<file path="src/rtl/inst_fetch_unit.sv">
// inst_fetch_unit: owns the PC, prefetches words into a small FIFO and
// hands them to decode over valid/ready; a redirect flushes and reloads.
module inst_fetch_unit #(
    parameter int ADDR_W   = 10,
    parameter int INST_W   = 16,
    parameter int DEPTH    = 2,
    parameter int RESET_PC = 0
) (
    input  logic              clk,
    input  logic              rst_n,
    input  logic              fetch_en,
    output logic [ADDR_W-1:0] inst_addr,
    input  logic [INST_W-1:0] inst_in,
    input  logic              redirect,
    input  logic [ADDR_W-1:0] redirect_pc,
    output logic              out_valid,
    input  logic              out_ready,
    output logic [INST_W-1:0] out_inst,
    output logic [ADDR_W-1:0] out_pc,
    output logic [15:0]       fetch_cnt
);

    localparam int PTR_W = $clog2(DEPTH);
    localparam int CNT_W = PTR_W + 1;

    logic [ADDR_W-1:0] pc;
    logic [INST_W-1:0] fifo_inst [DEPTH];
    logic [ADDR_W-1:0] fifo_pc   [DEPTH];
    logic [PTR_W-1:0]  rd_ptr;
    logic [PTR_W-1:0]  wr_ptr;
    logic [CNT_W-1:0]  count;
    logic              push;
    logic              pop;

    assign inst_addr = pc;
    assign out_valid = (count != '0) && !redirect;
    assign pop       = out_valid && out_ready;
    // A full FIFO may still accept a word when the head leaves this cycle.
    assign push      = fetch_en && !redirect &&
                       ((count < CNT_W'(DEPTH)) || pop);
    assign out_inst  = fifo_inst[rd_ptr];
    assign out_pc    = fifo_pc[rd_ptr];

    always_ff @(posedge clk) begin
        if (!rst_n) begin
            pc        <= ADDR_W'(RESET_PC);
            rd_ptr    <= '0;
            wr_ptr    <= '0;
            count     <= '0;
            fetch_cnt <= '0;
        end else if (redirect) begin
            pc     <= redirect_pc;
            rd_ptr <= '0;
            wr_ptr <= '0;
            count  <= '0;
        end else begin
            if (push) begin
                pc     <= pc + ADDR_W'(1);
                wr_ptr <= wr_ptr + PTR_W'(1);
            end
            if (pop) begin
                rd_ptr <= rd_ptr + PTR_W'(1);
                if (fetch_cnt != 16'hFFFF) begin
                    fetch_cnt <= fetch_cnt + 16'd1;
                end
            end
            count <= count + CNT_W'(push) - CNT_W'(pop);
        end
    end

    // Storage needs no reset: entries are only visible while count != 0.
    always_ff @(posedge clk) begin
        if (push) begin
            fifo_inst[wr_ptr] <= inst_in;
            fifo_pc[wr_ptr]   <= pc;
        end
    end

endmodule
</file>
<file path="config.mk">
export PLATFORM = sky130hd
export DESIGN_NAME = inst_fetch_unit
export DESIGN_NICKNAME = d
export VERILOG_FILES = /design/src/rtl/inst_fetch_unit.sv
export SDC_FILE = /design/constraint.sdc
export NUM_CORES = 1
export LEC_CHECK = 0
export CORE_ASPECT_RATIO = 0.7
export CORE_MARGIN = 1
export CORE_UTILIZATION = 44
export CTS_CLUSTER_DIAMETER = 150
export CTS_CLUSTER_SIZE = 8
export DETAILED_ROUTE_END_ITERATION = 16
export GPL_TIMING_DRIVEN = 0
export HOLD_SLACK_MARGIN = 0.05
export PLACE_DENSITY = 0.75
export SLEW_MARGIN = 30
export SYNTH_ARGS = -nofsm -noshare
export SYNTH_HDL_FRONTEND = slang
export SYNTH_SLANG_ARGS = --single-unit
</file>
<file path="constraint.sdc">
create_clock -name clk -period 2.4 [get_ports clk]
set_clock_uncertainty 0.2 [all_clocks]
set_input_delay 0.24 -clock clk [delete_from_list [all_inputs] [get_ports clk]]
set_output_delay 0.24 -clock clk [all_outputs]
set_load 0.02 [all_outputs]
</file>
# After elaboration in Yosys (flattened, before gate mapping)
# Memory sizes are Yosys's and may differ from the RTL's. A register that Yosys moved wholly into a read port is not among the register bits.
# Index checks and enable logic that the tools add are counted.
dict set report word_totals {
  ff_bits 30
  latchBits 0
  ram_bits 52
  romBits 0
  in_bits 31
  out_inout_bits 53
  elab_cells 35
  mem_count 2
}
dict set report classes {
  addsub 6
  n_mul 0
  n_div 0
  n_lt_le_gt_ge 1
  n_eq_ne 1
  shift 0
  n_mux 8
  n_bitwise 2
  reduce_logical 10
}
# name words width read_ports rd_ports_with_merged_regs wr line
set memory_table {}
lappend memory_table {fifo_inst 2 16 1 1 1 27} ;# logic [INST_W-1:0] fifo_inst [DEPTH];
lappend memory_table {fifo_pc 2 10 1 1 1 28} ;# logic [ADDR_W-1:0] fifo_pc [DEPTH];
# cell count
set ops {}
lappend ops {{$mux W10} 2}
lappend ops {{$add A16 B1 Y16 const B} 1}
lappend ops {{$ne A16 B16 Y1 const B} 1}
lappend ops {{$add A10 B1 Y10 const B} 1}
lappend ops {{$mux W1} 6}
lappend ops {{$logic_and A1 B1 Y1} 4}
lappend ops {{$reduce_bool A2 Y1} 2}
lappend ops {{$reduce_and A3 Y1} 1}
lappend ops {{$add A1 B1 Y1 const B} 2}
lappend ops {{$add A2 B1 Y2} 1}
lappend ops {{$lt A2 B2 Y1 const B} 1}
lappend ops {{$not A1 Y1} 2}
lappend ops {{$reduce_or A2 Y1} 1}
lappend ops {{$sub A2 B1 Y2} 1}
lappend ops {{$logic_not A1 Y1} 1}
lappend ops {{$logic_or A1 B1 Y1} 1}

# Logic depth before layout (Yosys ltp)
dict set report logic_depth {
  ltp_word 7
  mapped_depth 10
  mapped_depth_nobuf 9
}

# Worst setup path before layout
# OpenSTA, ideal clock, no wires.
dict set report synth_timing {
  path_kind {input-to-reg}
  startpoint {in redirect}
  endpoint {mem fifo_inst[0][0], enable pin}
  setup_time_ns 0.409
  arrival_time_ns 1.851
  required_ns 1.791
  setup_slack_ns -0.059
  cell_stages 4
  path_buffers 1
  cell_sequence {inv_1 > clkbuf_1 > nand3_1 > nor2_1}
}
dict set report synth_via {
  elab_chain_len 7
  word_cells_on_any_way 8
  cone_classes {mux (2); reduce/logical (6)}
}
# item line
set synth_rtl {}
lappend synth_rtl {{from (decl)} 14} ;# input logic redirect,
lappend synth_rtl {{$logic_not A1 Y1 (*)} {36, 39}}
lappend synth_rtl {{$logic_and A1 B1 Y1} 36} ;# assign out_valid = (count != '0) && !redirect;
lappend synth_rtl {{$logic_and A1 B1 Y1} 37} ;# assign pop = out_valid && out_ready;
lappend synth_rtl {{$logic_or A1 B1 Y1} 40} ;# ((count < CNT_W'(DEPTH)) || pop);
lappend synth_rtl {{$logic_and A1 B1 Y1 (*)} 39} ;# assign push = fetch_en && !redirect &&
lappend synth_rtl {{$mux W1 (*)} 73} ;# if (push) begin
lappend synth_rtl {{$mux W1 (implied by the code) (*)} 74} ;# fifo_inst[wr_ptr] <= inst_in;
lappend synth_rtl {{to (decl)} 27}
# Every way passes the cells marked *; elsewhere a longest branch is shown, timed or not.

==> impl_metrics.tcl <==
set metrics [dict create \
    status "finished, final reports clean" \
    fp.dieH_um 76.2 \
    yosysTopAreaCellShare 0.451 \
    hpwlAfterDp_mm 5.28 \
    critPathLaunchType "register" \
    place_congestion 0.839 \
    grt_max_degree 19 \
    track_usage 0.189 \
    htreeDepth 3 \
    antenna_found_initial 0 \
    die_w_um 108 \
    fin_crit_ns 2.29 \
    syn_inst 273 \
    crit_arrival_ns 1.85 \
    cts_buffer_depth 2 \
    crit_type "reg2out" \
    dp_slack_ns -0.362 \
    most-common-layout-cells "80 x clkdlybuf4s50_1, 52 x edfxtp_1, 30 x dfxtp_1" \
    clk_latency_ns 0.35 \
    syn_nets 308 \
    hold_viol 0 \
    p_per_area_mw_per_mm2 594 \
    multiInputGateArea_mm2 0.00123 \
    setup_viol 0 \
    worst_pin_slew_ns 0.703 \
    pwr-share-seq 0.572 \
    drt_iter0_markers 130 \
    clk_pin_slew_ns 0.08 \
    cts-hold-fix-buffers 0 \
    wl_per_cell_um 15.9 \
    grt_pass1_wl_mm 11.9 \
    grt-ovfl-total 0 \
    synth.distinct_cells 36 \
    synth_seq_area_share 0.630 \
    cts_tree "yes" \
    crit_fanout 10 \
    drive_gt1_frac 0.146 \
    layout_commonest_cell "clkdlybuf4s50_1" \
    layout_setup_ws_ns 0.114 \
    slew_headroom 0.527 \
    power_uw 2780 \
    synth_largest_area_cell "edfxtp_1" \
    min-delay-start "fetch_en" \
    required_ns 1.96 \
    row_count 26 \
    nets 401 \
    power.leakage_uw 0.00156 \
    finalWirelength_mm 7.48 \
    end_kind "output pin" \
    drt_pre_antenna_iters 4 \
    fin_crit_sh 0.953 \
    whs_ns 0.180 \
    grt_pass1_vias 2401 \
    drv_cap 0 \
    ys_ff_latch 83 \
    numPortBuffers 82 \
    nFillCells 614 \
    coreArea_mm2 0.00745 \
    netSwitchingPower_uw 687 \
    vdd_ir_drop_max_uv 318 \
    drt.antenna.violating_nets 0 \
    rsz0062_at_grt "no" \
    regToRegStartpoint "fetch_cnt[1]$_SDFFE_PN0P_" \
    switching_share 0.247 \
    power_frac_comb 0.101 \
    start_util 0.465 \
    route.detailed.drc 0 \
    clock_sinks 83 \
    min_path_type "in2reg" \
    syn-cell-area_mm2 0.00346 \
    area_growth_pct 34.9 \
    io_pins 84 \
    ys_warn_count 0 \
    postSynthAreaPerCell_um2 12.7 \
    vias_per_cell 5.42 \
    num_antenna_cells 0 \
    via_count 2541 \
    p_int_uw 2090 \
    synth.area.top_cells "edfxtp_1 45%, dfxtp_1 18%, mux2_2 8.5%" \
    cts-root-buf "clkbuf_8" \
    die-area_mm2 0.00823 \
    regArea_mm2 0.00219 \
    drv_slew 0 \
    cts_buffers 9 \
    setup-tns-final_ns 0 \
    clkPwrFrac 0.327 \
    fmax_mhz 437 \
]
final cells by class:
class / instances / area share
Sequential cell: 83 / 0.468
Multi-Input combinational cell: 173 / 0.264
Timing Repair Buffer: 84 / 0.187
Clock buffer: 10 / 0.0273
Tap cell: 98 / 0.0263
Buffer: 9 / 0.0121
Clock inverter: 6 / 0.0104
Inverter: 6 / 0.00482
metrics by stage:
step	instances	instance area, µm²	util
global route	469	4670	0.627
floorplan	273	3460	-
detailed placement	455	4480	0.601
CTS	470	4670	0.626
finish	469	4670	0.627
global placement	453	4410	0.591
sequential cells by signal, indices dropped and copies added (netlist names), named ones only:
register   cells
rd_ptr         1
inst_addr     10
fetch_cnt     16
fifo_inst     32
wr_ptr         1
fifo_pc       20
count          2
power groups by stage:
stage / registers [µW] / logic (µW) / clock network, µW
after global routing: 1590 / 298 / 997
after global placement: 1620 / 266 / 0
after detailed placement: 1620 / 281 / 0
after floorplan: 1630 / 112 / 0
final: 1590 / 280 / 909
after CTS: 1590 / 282 / 931
repair_timing:
action                                  in CTS  in global routing
pin swaps                                    0                  0
gates resized for setup                      9                  2
endpoints found under the setup margin      26                 39
setup buffers                                0                  0
synthesized netlist by cell type, drive strengths merged:
cell type / instances
xor2: 8
a31oi: 5
dfxtp: 31
nor3: 3
a311oi: 1
o21a: 1
nand2b: 4
nor4: 5
or4: 5
o41ai: 1
nor2: 10
mux2: 26
edfxtp: 52
nand3: 11
or2: 1
buf: 2
and4: 3
a211oi: 1
nor3b: 1
or3: 7
ha: 4
o21ai: 17
mux2i: 4
o31a: 1
and3: 5
nand4: 10
clkbuf: 9
inv: 6
o21ba: 1
xnor2: 2
o31ai: 4
a21oi: 14
and2: 3
nand2: 15
worst max-delay path: stages (launching register included):
cell and delay [ns]:
dfxtp_4 0.42, clkbuf_8 0.20, mux2_2 0.34, clkdlybuf4s50_1 0.55
final timing paths:
kind | end | slack, ns | cells after the start
worst max register to register | fetch_cnt[0]$_SDFFE_PN0P_ | 0.35 | 5
worst max-delay path | out_pc[8] | 0.11 | 3
worst min-delay path | inst_addr[1]$_SDFFE_PN0P_ | 0.18 | 3
worst min register to register | fetch_cnt[0]$_SDFFE_PN0P_ | 0.31 | 2
cell families (layout without fill, tap and decap cells):
group | after synthesis | in the layout | synth area share
mux | 30 | 30 | 0.0961
xor+xnor | 10 | 10 | 0.0253
buf+inv | 17 | 115 | 0.0192
flops | 83 | 83 | 0.630
fa+ha+maj | 4 | 4 | 0.0145
compound gates | 46 | 46 | 0.0773
simple gates | 83 | 83 | 0.137
per-layer routing:
layer	track usage	vias to the layer above	routed length, µm
met5	0	-	0
met4	0.0411	0	55
li1	-	1231	-
met1	0.261	1225	3530
met3	0.0624	8	521
met2	0.289	77	3370
Power figures use the tool's default switching activity.
